==> config.mk <==
export PLATFORM = sky130hd
export DESIGN_NAME = clock_set_controller
export DESIGN_NICKNAME = d
export VERILOG_FILES = /design/src/rtl/clock_set_controller.sv
export SDC_FILE = /design/constraint.sdc
export NUM_CORES = 1
export LEC_CHECK = 0
export BUFFER_PORTS_ARGS = -buffer_cell sky130_fd_sc_hd__buf_2
export CAP_MARGIN = 0
export CORE_MARGIN = 2
export CORE_UTILIZATION = 45
export DETAILED_ROUTE_END_ITERATION = 10
export GPL_TIMING_DRIVEN = 0
export SLEW_MARGIN = 20
export SYNTH_ARGS = -nofsm -noshare
export SYNTH_HDL_FRONTEND = slang
export SYNTH_SLANG_ARGS = --single-unit
==> constraint.sdc <==
create_clock -name clk -period 5.95 [get_ports clk]
set_input_delay 1.19 -clock clk [delete_from_list [all_inputs] [get_ports clk]]
set_output_delay 1.19 -clock clk [all_outputs]
set_load 0.05 [all_outputs]
==> src/rtl/clock_set_controller.sv <==
// -----------------------------------------------------------------------------
// clock_set_controller
//
// Front-panel controller for the HH:MM:SS timekeeper. Two raw push-buttons
// (mode, inc) are synchronized and debounced. A RUN / SET_HR / SET_MIN state
// machine then drives:
//   - the timekeeper count enable,
//   - one-cycle hour/minute increment strobes, with hold-to-auto-repeat,
//   - an inactivity timeout back to RUN,
//   - blanking flags so the display can blink the field being edited.
//
// Ports
//   clk        in   system clock
//   rst        in   asynchronous, active-high reset
//   btn_mode   in   raw mode button (asynchronous, active-high)
//   btn_inc    in   raw increment button (asynchronous, active-high)
//   en         out  count enable to timekeeper; registered, high only in RUN
//   hrup       out  one-cycle hour-increment strobe; registered
//   minup      out  one-cycle minute-increment strobe; registered
//   blank_hr   out  high = blank hour digits (blink off-phase, SET_HR only)
//   blank_min  out  high = blank minute digits (blink off-phase, SET_MIN only)
//   mode       out  current FSM state: 0 RUN, 1 SET_HR, 2 SET_MIN
//
// Latency from a clean raw level change to the resulting strobe or state
// change is DEBOUNCE_CYC+3 clock edges: 2 synchronizer edges, DEBOUNCE_CYC
// stable samples, and 1 edge for the registered FSM outputs.
// -----------------------------------------------------------------------------
module clock_set_controller #(
  parameter int unsigned DEBOUNCE_CYC     = 1_000_000,
  parameter int unsigned REPEAT_DELAY_CYC = 50_000_000,
  parameter int unsigned REPEAT_RATE_CYC  = 20_000_000,
  parameter int unsigned TIMEOUT_CYC      = 1_000_000_000,
  parameter int unsigned BLINK_CYC        = 25_000_000
) (
  input  logic       clk,
  input  logic       rst,
  input  logic       btn_mode,
  input  logic       btn_inc,
  output logic       en,
  output logic       hrup,
  output logic       minup,
  output logic       blank_hr,
  output logic       blank_min,
  output logic [1:0] mode
);

  // ---------------------------------------------------------------------------
  // Counter widths and terminal values
  // ---------------------------------------------------------------------------
  localparam int unsigned RPT_MAX = (REPEAT_DELAY_CYC > REPEAT_RATE_CYC) ?
                                    REPEAT_DELAY_CYC : REPEAT_RATE_CYC;

  localparam int unsigned DW = $clog2(DEBOUNCE_CYC + 1);
  localparam int unsigned RW = $clog2(RPT_MAX + 1);
  localparam int unsigned TW = $clog2(TIMEOUT_CYC + 1);
  localparam int unsigned BW = $clog2(BLINK_CYC + 1);

  localparam logic [DW-1:0] DEB_LAST   = DW'(DEBOUNCE_CYC - 1);
  localparam logic [RW-1:0] DELAY_LAST = RW'(REPEAT_DELAY_CYC - 1);
  localparam logic [RW-1:0] RATE_LAST  = RW'(REPEAT_RATE_CYC - 1);
  localparam logic [TW-1:0] TMO_LAST   = TW'(TIMEOUT_CYC - 1);
  localparam logic [BW-1:0] BLINK_LAST = BW'(BLINK_CYC - 1);

  // Bit positions of the two buttons in the conditioning vectors.
  localparam int unsigned BTN_INC  = 0;
  localparam int unsigned BTN_MODE = 1;

  typedef enum logic [1:0] {
    RUN     = 2'd0,
    SET_HR  = 2'd1,
    SET_MIN = 2'd2
  } state_t;

  // ---------------------------------------------------------------------------
  // Input conditioning: 2-flop synchronizer + debouncer + rising-edge detect
  // ---------------------------------------------------------------------------
  logic [1:0]    raw;
  logic [1:0]    sync1;
  logic [1:0]    sync2;
  logic [1:0]    level;     // debounced levels
  logic [1:0]    level_q;   // debounced levels, one cycle late
  logic [1:0]    press;     // one-cycle press events
  logic [DW-1:0] deb_cnt [2];

  assign raw = {btn_mode, btn_inc};

  // The count tracks consecutive synchronized samples that disagree with the
  // debounced level. A sample that agrees restarts it, so the level only moves
  // after DEBOUNCE_CYC consecutive equal samples of the new value.
  always_ff @(posedge clk or posedge rst) begin
    if (rst) begin
      sync1   <= '0;
      sync2   <= '0;
      level   <= '0;
      level_q <= '0;
      for (int b = 0; b < 2; b++) begin
        deb_cnt[b] <= '0;
      end
    end else begin
      sync1   <= raw;
      sync2   <= sync1;
      level_q <= level;
      for (int b = 0; b < 2; b++) begin
        if (sync2[b] == level[b]) begin
          deb_cnt[b] <= '0;
        end else if (deb_cnt[b] == DEB_LAST) begin
          level[b]   <= sync2[b];
          deb_cnt[b] <= '0;
        end else begin
          deb_cnt[b] <= deb_cnt[b] + DW'(1);
        end
      end
    end
  end

  assign press = level & ~level_q;

  logic mode_press;
  logic inc_press;
  logic inc_level;

  assign mode_press = press[BTN_MODE];
  assign inc_press  = press[BTN_INC];
  assign inc_level  = level[BTN_INC];

  // ---------------------------------------------------------------------------
  // FSM state and its companion counters
  // ---------------------------------------------------------------------------
  state_t        state,       state_n;
  logic          rpt_active,  rpt_active_n;  // inc held after a press
  logic          rpt_fast,    rpt_fast_n;    // initial delay elapsed
  logic [RW-1:0] rpt_cnt,     rpt_cnt_n;
  logic [TW-1:0] tmo_cnt,     tmo_cnt_n;
  logic [BW-1:0] blink_cnt,   blink_cnt_n;
  logic          blink_phase, blink_phase_n; // 1 = off (blanked) phase
  logic          strobe;                     // increment the field being edited
  logic [RW-1:0] rpt_last;

  assign rpt_last = rpt_fast ? RATE_LAST : DELAY_LAST;

  always_ff @(posedge clk or posedge rst) begin
    if (rst) begin
      state       <= RUN;
      rpt_active  <= 1'b0;
      rpt_fast    <= 1'b0;
      rpt_cnt     <= '0;
      tmo_cnt     <= '0;
      blink_cnt   <= '0;
      blink_phase <= 1'b0;
      en          <= 1'b0;
      hrup        <= 1'b0;
      minup       <= 1'b0;
    end else begin
      state       <= state_n;
      rpt_active  <= rpt_active_n;
      rpt_fast    <= rpt_fast_n;
      rpt_cnt     <= rpt_cnt_n;
      tmo_cnt     <= tmo_cnt_n;
      blink_cnt   <= blink_cnt_n;
      blink_phase <= blink_phase_n;
      // Registered from the next state so en moves on the same edge as mode.
      en          <= (state_n == RUN);
      hrup        <= strobe && (state == SET_HR);
      minup       <= strobe && (state == SET_MIN);
    end
  end

  // Priority inside a SET state: mode press, inc press, repeat strobe,
  // timeout, then plain counting. A mode press therefore beats a
  // simultaneous inc press, and any activity beats a coincident timeout.
  always_comb begin
    state_n       = state;
    strobe        = 1'b0;
    rpt_active_n  = rpt_active;
    rpt_fast_n    = rpt_fast;
    rpt_cnt_n     = rpt_cnt;
    tmo_cnt_n     = tmo_cnt;
    blink_cnt_n   = blink_cnt;
    blink_phase_n = blink_phase;

    case (state)
      RUN: begin
        if (mode_press) begin
          state_n = SET_HR;
        end
      end

      SET_HR, SET_MIN: begin
        if (mode_press) begin
          state_n = (state == SET_HR) ? SET_MIN : RUN;
        end else if (inc_press) begin
          strobe       = 1'b1;
          rpt_active_n = 1'b1;
          rpt_fast_n   = 1'b0;
          rpt_cnt_n    = '0;
        end else if (rpt_active && inc_level && (rpt_cnt == rpt_last)) begin
          strobe     = 1'b1;
          rpt_fast_n = 1'b1;
          rpt_cnt_n  = '0;
        end else if (tmo_cnt == TMO_LAST) begin
          state_n = RUN;
        end else begin
          tmo_cnt_n = tmo_cnt + TW'(1);
          if (rpt_active && inc_level) begin
            rpt_cnt_n = rpt_cnt + RW'(1);
          end else begin
            // Debounced release cancels the repeat.
            rpt_active_n = 1'b0;
            rpt_fast_n   = 1'b0;
            rpt_cnt_n    = '0;
          end
        end
      end

      default: begin
        state_n = RUN;
      end
    endcase

    // Every state change cancels the repeat and restarts the inactivity
    // timer. The timer is held at zero while in RUN.
    if ((state_n != state) || (state == RUN)) begin
      rpt_active_n = 1'b0;
      rpt_fast_n   = 1'b0;
      rpt_cnt_n    = '0;
      tmo_cnt_n    = '0;
    end else if (strobe) begin
      tmo_cnt_n = '0;
    end

    // Restarting the blink on entry and on each strobe keeps a freshly
    // edited field visible for a full half-period.
    if ((state_n != state) || strobe || (state == RUN)) begin
      blink_cnt_n   = '0;
      blink_phase_n = 1'b0;
    end else if (blink_cnt == BLINK_LAST) begin
      blink_cnt_n   = '0;
      blink_phase_n = ~blink_phase;
    end else begin
      blink_cnt_n = blink_cnt + BW'(1);
    end
  end

  assign mode      = state;
  assign blank_hr  = blink_phase && (state == SET_HR);
  assign blank_min = blink_phase && (state == SET_MIN);

endmodule

[Word level (Yosys, flattened, before mapping)]
Index checks and enable logic that the tools add are counted.
W data, S select, Z words.
Word-level totals
  bits in registers: 137
  bits in latches: 0
  memory bits (writable): 0
  memory bits (read-only): 0
  input port bits: 4
  output and inout bits: 7
  word-level logic and storage cells: 114
  memories: 0
Cells by class
  $add $sub $neg: 5
  $mul: 0
  divide/modulo/power cells: 0
  order comparisons: 0
  equal/unequal tests: 20
  shift operators: 0
  multiplexer cells: 46
  bitwise gates (word level): 5
  reduce and logical (&&, ||, !) cells: 21
Operators by type and width (count)
  $mux W30: 7
  $mux W26: 8
  $mux W20: 4
  $mux W25: 2
  $add A20 B1 Y20 const B: 2
  $eq A20 B20 Y1 const B: 2
  $add A30 B1 Y30 const B: 1
  $eq A30 B30 Y1 const B: 1
  $add A26 B1 Y26 const B: 1
  $eq A26 B26 Y1: 1
  $add A25 B1 Y25 const B: 1
  $eq A25 B25 Y1 const B: 1
  $mux W1: 18
  $ne A3 B2 Y1 const B: 5
  $mux W2: 6
  $reduce_and A5 Y1: 2
  $logic_and A1 B1 Y1: 6
  $ne A3 B1 Y1 const B: 2
  $logic_not A2 Y1: 2
  $ne A4 B2 Y1 const B: 1
  $ne A4 B3 Y1 const B: 1
  $pmux W2 S2: 1
  $reduce_and A2 Y1: 2
  $reduce_and A4 Y1: 1
  other kinds (13): 19

[Logic depth before layout (Yosys ltp)]
  word-level depth: 11
  depth in mapped cells: 11

[Worst setup path before layout]
No wires, ideal clock.
  path type: register -> register
  start point: register state[1], in the netlist mode[1]
  end point: register tmo_cnt[3]
  setup time: 132 ps
  data arrival time: 3037 ps
  required time: 5818 ps
  slack: 2782 ps
  stages on the path, launching flop included: 12
  buffers on the path: 2
  clock period less this slack: 3168 ps
  path through: dfrtp_1 -> inv_1 -> ha_1 -> nand4b_1 -> o21ai_0 -> or3b_2 -> nor2_1 -> clkbuf_1 -> clkbuf_1 -> a21oi_1 -> xnor2_1 -> nor2_1
Between the ends
  cells in the longest elaborated chain, start to end: 9
RTL lines
  start, declared: RTL line 129  | state_t state, state_n;
  start signal, assigned: RTL line 154  | state <= state_n;
  $mux W2: RTL line 200  | end else if (tmo_cnt == TMO_LAST) begin
  $mux W2: RTL line 196  | end else if (rpt_active && inc_level && (rpt_cnt == rpt_last)) begin
  $mux W2: RTL line 191  | end else if (inc_press) begin
  $mux W2: RTL line 189  | if (mode_press) begin
  $pmux W2 S2: RTL line 181  | case (state)
  $ne A2 B2 Y1: RTL line 222  | if ((state_n != state) || (state == RUN)) begin
  $logic_or A1 B1 Y1: RTL line 222
  $ne A3 B2 Y1 (no source line), or another cell as far along
  $reduce_and A5 Y1 (no source line)
  end signal, assigned: RTL line 158  | tmo_cnt <= tmo_cnt_n;
  end, declared: RTL line 133  | logic [TW-1:0] tmo_cnt, tmo_cnt_n;
Several ways; a longest one is shown, not always the timed one.
A chain may end at the register's enable or synchronous reset.

[Worst setup path in the final report]
  start point: register state[0], in the netlist mode[0]
  end point: register tmo_cnt[3]
The elaborated chain is that of the path after synthesis.

==> impl_metrics.json <==
{
  "hold_viol": 0,
  "globalRouteOverflowTotal": 0,
  "final_util_pct": 52.7,
  "status": "complete, no violations",
  "p_seq_share_pct": 44.7,
  "clk_path_buf_depth": 2,
  "core_sq_um": 15300,
  "wl_per_cell_microns": 16.0,
  "dieArea_sq_um": 16700,
  "area_growth_pct": 13.8,
  "grt_usage_pct": 20.6,
  "maxSlewViolCount": 0,
  "postCtsHoldBufs": 0,
  "path_cells": "inv_1 -> ha_1 -> nand4b_1 -> o21ai_0 -> or3b_2 -> nor2_1 -> clkbuf_1 -> clkbuf_1 -> a21oi_1 -> xnor2_1 -> nor2_1",
  "synth_top_cell_area_share_pct": 48.5,
  "yosysSeqAreaShare_pct": 48.5,
  "synth_edf_count": 0,
  "netlist_instances": 739,
  "holdWs_ns": 0.353,
  "critPathBufInv": 3,
  "synth_ff_type": "dfrtp_1",
  "tightest_slew_ns": 0.948,
  "pre_cts_ws_ns": 2.44,
  "cts-root-buf": "clkbuf_16",
  "power_switching_uw": 451,
  "rsz0062_at_grt": "false",
  "sw_frac_of_total_pct": 21.5,
  "cap_violations": 0,
  "async_flop_share_pct": 100,
  "hold_path_class": "reg2reg",
  "yosys_register_bits": 137,
  "grt_pass1_wl_microns": 27400,
  "critPathSlowestCell": "or3b_2",
  "ios": 11,
  "layout_setup_ws_ns": 2.47,
  "die_h_microns": 129,
  "top_usage_layer": "met2",
  "die_w_microns": 129,
  "numCtsBuffers": 17,
  "first_pass_iters": 4,
  "synth_cell_types": 60,
  "path_max_fanout": 10,
  "arrival_ns": 3.77,
  "internal-power_uw": 1650,
  "start_util_pct": 46.3,
  "cpLargestDelayFamily": "buffers and inverters",
  "htree_levels": 4,
  "ant_nets": 0,
  "io_buffers": 10,
  "clock_latency_ns": 0.42,
  "synth_area_leader_cell": "dfrtp_1",
  "worstSetupStartpointType": "flop",
  "use_met1_pct": 28.3,
  "tritoncts": "yes",
  "antenna_cells": 0,
  "grt_use_met3_pct": 4.87,
  "p_per_area_nw_per_um2": 261,
  "drc_errors": 0,
  "slowest_delay_ns": 0.50,
  "grt_max_degree": 99,
  "period_share_pct": 58.5,
  "rrSetupSlack_ns": 2.47,
  "p_leak_uw": 0.00330,
  "place_hpwl_microns": 10900,
  "yosysWarnings": 0,
  "drt_iter0_markers": 273,
  "vias_per_cell": 5.61,
  "critical_path_class": "reg2reg",
  "clkTransAtPathRegs_ns": 0.06,
  "cts.sinks": 137,
  "setup_viol": 0,
  "ctsResizeCount": 0,
  "synth.net_count": 752,
  "drt_wl_total_microns": 15800,
  "grtUsageMet2_pct": 32.4,
  "placementRows": 45,
  "clock.fmax_mhz": 287,
  "avgSynthCellArea_sq_um": 9.57,
  "tns_ns": 0,
  "ir_worst_vdd_v": 0.000200,
  "period_minus_slack_ns": 3.48,
  "drive_above_1_share_pct": 8.07,
  "skew_ns": 0.00705,
  "crit_required_ns": 6.23,
  "relSlewSlack_pct": 36.2,
  "cts_setup_buffers": 0,
  "crit_path_end_kind": "flop",
  "clockPowerShare_pct": 53.7,
  "routabilityCongestion": 0.858,
  "totalPowerFinal_uw": 2100,
  "syn_area_sq_um": 7070,
  "vias": 5567,
  "synth_area_leaders": "dfrtp_1 48%, nor2_1 6.1%, xnor2_1 5.5%, xor2_1 5.0%, nand3_1 4.0%",
  "fin_nets": 782,
  "grt_pass1_vias": 5554,
  "grt_antenna_before_repair": 0,
  "combinationalPowerShare_pct": 1.5
}
[registers in the layout, summed over array words and instances, names as in the netlist, 2 cells and up]
register,cells
blink_cnt,25
level,2
rpt_cnt,26
sync2,2
level_q,2
deb_cnt,40
tmo_cnt,30
sync1,2
mode,2
[metal layers]
metal | up-vias | wire length [microns]
li1 | 2690 | -
met1 | 2771 | 7340
met2 | 93 | 7720
met3 | 13 | 591
met4 | 0 | 194
met5 | - | 0
[worst paths after layout]
path	from	endpoint	cells after the start
max reg2reg	mode[0]	tmo_cnt[3]	11
min in group asynchronous	rst	deb_cnt[11]	2
min reg2reg	sync1[1]	sync2[1]	0
max in group asynchronous	rst	rpt_cnt[22]	3
max	mode[0]	tmo_cnt[3]	11
min	sync1[1]	sync2[1]	0
[worst register-to-register path: stages (launching register included)]
cell      delay (ns)
dfrtp_1         0.48
inv_1           0.12
ha_1            0.35
nand4b_1        0.22
o21ai_0         0.18
or3b_2          0.50
nor2_1          0.18
clkbuf_1        0.44
clkbuf_1        0.40
a21oi_1         0.22
xnor2_1         0.19
nor2_1          0.06
[synth_stat cells, drive strengths merged (5+ instances only)]
cell type and number:
inv 20, nor4b 5, ha 9, or3 9
o311ai 5, nor4 10, nand3 56, clkbuf 15
nor2 115, dfrtp 137, and4 7, buf 9
nor3 12, nor2b 6, a211oi 13, and2 12
a21oi 19, xnor2 44, nand2 53, nand4 23
a22o 9, and3 31, xor2 40, or4 5
o21ai 21
[power groups by stage]
stage | logic (uW) | clock network (uW) | registers [uW]
final | 32.3 | 1130 | 939
after global routing | 38.7 | 1200 | 939
after CTS | 34.3 | 1150 | 939
after global placement | 30.3 | 0 | 956
after detailed placement | 34.2 | 0 | 956
after floorplan | 22.1 | 0 | 956
[cells in the final DEF (no fill, tap or decap), types with 17 or more instances in the layout]
cell         n
dfrtp_1    137
nor2_1     115
nand3_1     56
nand2_1     53
xnor2_1     44
xor2_1      40
and3_1      31
nand4_1     23
o21ai_0     20
a21oi_1     19
inv_1       19
clkbuf_16   17
[final cells by class]
type                            instances  area [sq um]
Timing Repair Buffer                   11          77.6
Clock inverter                         13           194
Buffer                                 24           104
Tap cell                              211           264
Multi-Input combinational cell        558          3460
Clock buffer                           18           429
Fill cell                            1413          7220
Inverter                               20          82.6
Sequential cell                       137          3430
[per-stage QoR]
stage               area (sq um)  instances
floorplan                   7070        739
global placement            7380        960
detailed placement          7420        961
CTS                         8040        992
global route                8040        992
finish                      8040        992
[cell families after synthesis]
family / share of synthesized area [%]
muxes: 0.478
AOI/OAI and AO/OA: 9.84
DFF: 48.5
xor gates and xnor gates: 10.4
and+or+nand+nor: 26.7
adders and majority gates: 1.59
buffers and inverters: 2.53
(Power assumes the default switching activity.)
